==> config.mk <==
export PLATFORM = sky130hd
export DESIGN_NAME = fft_output_serializer
export DESIGN_NICKNAME = d
export VERILOG_FILES = /design/src/rtl/fft_pkg.sv /design/src/rtl/fft_output_serializer.sv
export SDC_FILE = /design/constraint.sdc
export NUM_CORES = 1
export LEC_CHECK = 0
export ABC_CLOCK_PERIOD_IN_PS = 44000
export BUFFER_PORTS_ARGS = -buffer_cell sky130_fd_sc_hd__buf_4
export CORE_MARGIN = 1.5
export CORE_UTILIZATION = 35
export DETAILED_ROUTE_END_ITERATION = 8
export GPL_TIMING_DRIVEN = 0
export HOLD_SLACK_MARGIN = 0.02
export PLACE_DENSITY = 0.53
export SYNTH_ARGS = -nofsm -noshare
export SYNTH_HDL_FRONTEND = slang
export SYNTH_SLANG_ARGS = --single-unit
==> constraint.sdc <==
create_clock -name CLK -period 44 [get_ports CLK]
set_clock_uncertainty 0.05 [all_clocks]
set_input_delay 2.2 -clock CLK [delete_from_list [all_inputs] [get_ports CLK]]
set_output_delay 2.2 -clock CLK [all_outputs]
set_load 0.1 [all_outputs]
==> src/rtl/fft_pkg.sv <==
// Shared FFT constants, frame-serializer state encoding and the 5-bit bit-reversal helper.
package fft_pkg;

    localparam int unsigned FFT_POINTS = 32;
    localparam int unsigned FFT_LOG2   = 5;

    typedef enum logic {
        IDLE   = 1'b0,
        STREAM = 1'b1
    } ser_state_t;

    // Maps {b4..b0} to {b0..b4}; converts a bit-reversed lane index to natural order.
    function automatic logic [FFT_LOG2-1:0] bitrev5(input logic [FFT_LOG2-1:0] v);
        logic [FFT_LOG2-1:0] r;
        r = '0;
        for (int i = 0; i < int'(FFT_LOG2); i++) begin
            r[i] = v[int'(FFT_LOG2) - 1 - i];
        end
        return r;
    endfunction

endpackage

==> src/rtl/fft_output_serializer.sv <==
// Captures a 32-lane parallel FFT frame and streams it out one bin per beat with
// valid/ready handshake, optionally undoing the bit-reversed lane order.
module fft_output_serializer
    import fft_pkg::*;
#(
    parameter int unsigned p_dataBits   = 20,
    parameter int unsigned p_bitReverse = 1
) (
    input  logic                             CLK,
    input  logic                             RST,
    input  logic [FFT_POINTS*p_dataBits-1:0] i_frame,
    input  logic                             i_frame_valid,
    output logic                             o_frame_ready,
    output logic [p_dataBits-1:0]            o_data,
    output logic [FFT_LOG2-1:0]              o_index,
    output logic                             o_valid,
    input  logic                             i_ready,
    output logic                             o_last
);

    ser_state_t             r_state;
    ser_state_t             w_state_nxt;
    logic [FFT_LOG2-1:0]    r_cnt;
    logic [p_dataBits-1:0]  r_buf [FFT_POINTS];

    logic                   w_last_idx;
    logic                   w_beat;
    logic                   w_accept;
    logic [FFT_LOG2-1:0]    w_lane;

    assign w_last_idx    = (r_cnt == FFT_LOG2'(FFT_POINTS - 1));
    assign o_valid       = (r_state == STREAM);
    assign w_beat        = o_valid && i_ready;
    // Ready on the final beat lets the next frame follow with no bubble.
    assign o_frame_ready = (r_state == IDLE) || (w_beat && w_last_idx);
    assign w_accept      = i_frame_valid && o_frame_ready;

    assign w_lane  = (p_bitReverse != 0) ? bitrev5(r_cnt) : r_cnt;
    assign o_index = r_cnt;
    assign o_data  = r_buf[w_lane];
    assign o_last  = o_valid && w_last_idx;

    always_comb begin
        w_state_nxt = r_state;
        case (r_state)
            IDLE: begin
                if (w_accept) begin
                    w_state_nxt = STREAM;
                end
            end
            STREAM: begin
                if (w_beat && w_last_idx) begin
                    w_state_nxt = w_accept ? STREAM : IDLE;
                end
            end
            default: w_state_nxt = IDLE;
        endcase
    end

    always_ff @(posedge CLK) begin
        if (!RST) begin
            r_state <= IDLE;
        end else begin
            r_state <= w_state_nxt;
        end
    end

    // Bin counter: restarts on every accepted frame, advances per beat.
    always_ff @(posedge CLK) begin
        if (!RST) begin
            r_cnt <= '0;
        end else if (w_accept) begin
            r_cnt <= '0;
        end else if (w_beat) begin
            r_cnt <= r_cnt + FFT_LOG2'(1);
        end
    end

    // Frame buffer only loads on acceptance, so it is frozen mid-frame.
    always_ff @(posedge CLK) begin
        if (!RST) begin
            for (int n = 0; n < int'(FFT_POINTS); n++) begin
                r_buf[n] <= '0;
            end
        end else if (w_accept) begin
            for (int n = 0; n < int'(FFT_POINTS); n++) begin
                r_buf[n] <= i_frame[n*p_dataBits +: p_dataBits];
            end
        end
    end

endmodule

## Yosys cells after proc, flatten, opt, wreduce, memory -nomap -nowiden

Memory sizes are Yosys's and may differ from the RTL's. A register that Yosys moved wholly into a read port is not among the register bits.
Cells that the tools add are included.

| storage, ports and cells | value |
|---|---|
| word-level logic and storage cells | 85 |
| output and inout port bits | 28 |
| RAM bits | 640 |
| register bits | 6 |
| bits of input ports | 644 |
| memories kept | 1 |

| operators by class | value |
|---|---|
| eq/ne operators | 1 |
| mux-type cells | 40 |
| bitwise gates (word level) | 34 |
| $add $sub $neg | 1 |
| reductions and logical operators | 6 |

Memory list:

| name | depth | width | read ports | clocked after Yosys merged registers in | write ports | RTL line | source |
|---|---|---|---|---|---|---|---|
| r_buf | 32 | 20 | 1 | 1 | 32 | fft_output_serializer.sv:24 | `logic [p_dataBits-1:0] r_buf [FFT_POINTS];` |

Operators with widths:

| operator | number |
|---|---|
| two-way mux 20 bit | 32 |
| OR 1 bit | 32 |
| two-way mux 5 bit | 2 |
| adder 5 x 1 -> 5 bit (second input constant) | 1 |
| equality test 5 bit (second input constant) | 1 |
| two-way mux 1 bit | 5 |
| logical AND 1 bit | 4 |
| NOT 1 bit | 2 |
| case mux 1 bit (2 select lines) | 1 |
| OR reduction 2 bit | 1 |
| logical OR 1 bit | 1 |

## Depth between registers and ports, before layout

| depth | value |
|---|---|
| depth in word-level cells | 8 |
| gate-level depth with buffers | 10 |
| depth with buffers taken out | 8 |

## Worst setup path after synthesis

OpenSTA, ideal clock, no wires.

| timing path | value |
|---|---|
| path type | input -> register |
| from | input i_ready |
| to | memory r_buf[0][0] (enable) |
| setup time | 4.583 ns |
| slack | 26.113 ns |
| stages | 4 |
| buffers on the path | 0 |
| data required time | 39.367 ns |
| data arrival time | 13.254 ns |
| cells stage by stage | nand2_1 nand2_2 nand2_1 nand2_1 |

RTL lines:

| what | RTL line | source |
|---|---|---|
| start: declaration | fft_output_serializer.sv:17 | `input logic i_ready,` |
| end: declaration | fft_output_serializer.sv:24 |  |

==> flow_summary.ini <==
[run_status]
outcome = completed

[cts]
post_cts_buffers = 0
clkSlewWorstSetupHoldPaths_ns = 0.06
clock_sinks = 651
cts-root-buf = clkbuf_16
cts_made_buffers = 74
h-tree-depth = 3
ctsHoldBuffers = 0
ctsResizeCount = 0
cts_tree = yes
worstSkewPairLatency_ns = 0.61
clockBufferDepth = 3

[floorplanning]
row_count = 106
start_util_pct = 35.4
fp.dieArea_um2 = 86500
core_area_um2 = 83700
die_w_um = 294
chipHeight_um = 294
ios = 672

[sta]
tightest_slew_ns = 0.810
setup_viol = 0
clock.fmax_ghz = 0.170
rsz0062_at_grt = no
hold_violations = 0
final.setup.tns_ns = 0
relSlewSlack_pct = 45.7
layout_setup_ws_ns = 38.13
finalCritPeriodShare_pct = 13.3
finalCriticalPeriod_ns = 5.87
drv_slew = 0

[placed_design]
place_area_um2 = 36400
globalplace.congestion = 0.866
dpl.hpwl_um = 84700
io_buffers = 671
pre_cts_ws_ns = 38.79

[route]
detail-route-antenna-nets = 0
post_drt_wl_per_cell_um = 26.3
vias_per_cell = 4.87
drc_errors = 0
drt-total-wl_um = 107000
firstDrtPassIters = 7
num_vias = 19816
drt_iter0_markers = 1580

[grt]
overflow = 0
grt_pass1_wl_um = 145000
grt_max_degree = 73
grt_use_total_pct = 24.0
first_global_vias = 20615
antenna_found_initial = 35

[power_and_ir_drop]
max-vdd-ir-drop_mv = 0.0245
p_leak_nw = 15.0
p_total_mw = 1.52
p_per_area_nw_per_um2 = 39.0

[synthesis]
ys_ff_latch = 651
yosys-top-cells-area = edfxtp_1, and2_1, mux2i_1
yosysTopAreaCellShare_pct = 64.8
yosys.area.top_type = edfxtp_1
seq_area_frac_synth_pct = 65.6
syn_nets = 2744
synth_common_cells = and2_1, edfxtp_1, mux2i_1
syn_inst = 2098
ys.flop_type = edfxtp_1
syn_avg_cell_area_um2 = 14.1
synth_edf_count = 640
synth-warning-count = 0
synth.most_common_cell = and2_1
ys_async_sr_fraction_pct = 0
syn_area_um2 = 29600
synth_cell_types = 31

[layout]
nFillCells = 7599
area_growth_pct = 31.1
drive_above_1_share_pct = 30.2
nNetsFinal = 3501
final_area_um2 = 38900

[worst_hold_path]
hold_path_class = reg2reg

[critical_path]
worstSetupStartpointType = flip-flop
cp-end-kind = output port
crit_type = reg2out
cp_data_arrival_time_ns = 3.62
worstPathRequired_ns = 41.75
crit_fanout = 10

[job]
max_cap_viol_count = 0
## cell type report
class                   count  area [um^2]  share of cell area [%]
plain buffers             152          943                    2.43
flip-flops and latches    651        19400                    50.0
multi-input cells        1295         9270                    23.8
repair buffers            681         5310                    13.7
clock buffers              95         1990                    5.13
clock inverters            39          432                    1.11
diodes                     22         55.1                   0.142
well taps                1134         1420                    3.65
## layout by cell type (no fill, tap or decap), drive strengths merged
master,count
nand4,20
a22oi,80
or2,1
and2,642
nand2,47
ha,2
diode,22
dfxtp,11
clkbuf,184
and3,2
a22o,40
a21oi,43
clkinv,28
nand2b,2
buf,744
xor2,2
xnor2,1
clkinvlp,3
mux2i,320
nand3,44
nor3,20
nor2b,3
nor2,6
a31oi,20
edfxtp,640
bufinv,8
## per-stage QoR
stage / cells / hold slack (ns) / util, %
finish: 4069 / 0.480 / 46.4
CTS: 4047 / 0.478 / 46.4
global placement: 3903 / 0.453 / 43.1
global route: 4062 / 0.526 / 46.4
detailed placement: 3913 / 0.463 / 43.5
floorplan: 2098 / 0.861 / -
## where the power goes
part	leakage [nW]	internal [mW]	switching, mW
combinational	6.89	0.0677	0.0815
clock	1.17	0.368	0.252
sequential	6.94	0.734	0.0126
total	15.0	1.17	0.346
## critical path: stages (launching register included)
cell     delay [ns]
dfxtp_1        0.33
nor2_2         0.51
buf_2          0.60
buf_2          0.36
a22oi_1        0.15
nand3_1        0.40
nand3_1        0.31
buf_4          0.32
## sequential cells by signal (all words and copies together) (netlist names), named ones only
signal and count:
o_index 5, o_valid 1, r_buf 640
## cell families after synthesis
family	after synthesis	share of synthesized area, %
AND/OR/NAND/NOR	787	15.9
flip-flops	651	65.6
multiplexers	320	10.8
AO/OA/AOI/OAI	183	4.36
buffers and inverters	152	3.18
XOR/XNOR	3	0.0887
adder cells (fa/ha/maj)	2	0.0844
## path summary, 6_finish.rpt
check | endpoint | slack, ns | cells after the start | startpoint
max | o_data[5] | 38.13 | 7 | flip-flop
min | o_index[4]$_SDFFE_PP0N_ | 0.48 | 2 | o_index[4]$_SDFFE_PP0N_
max reg2reg | r_buf[8][2]$_SDFFCE_PN0P_ | 41.02 | 10 | o_index[0]$_SDFFE_PP0N_
min reg2reg | o_index[4]$_SDFFE_PP0N_ | 0.48 | 2 | o_index[4]$_SDFFE_PP0N_
## routing by layer
metal  vias up  share of wire (%)  global-route usage [%]
li1       9204                  -                       -
met1      9743                 40                    29.8
met2       692                 50                    41.0
met3       161                7.2                    5.24
met4        16                3.1                    8.46
met5         -              0.095                       0
Power figures use the tool's default switching activity.
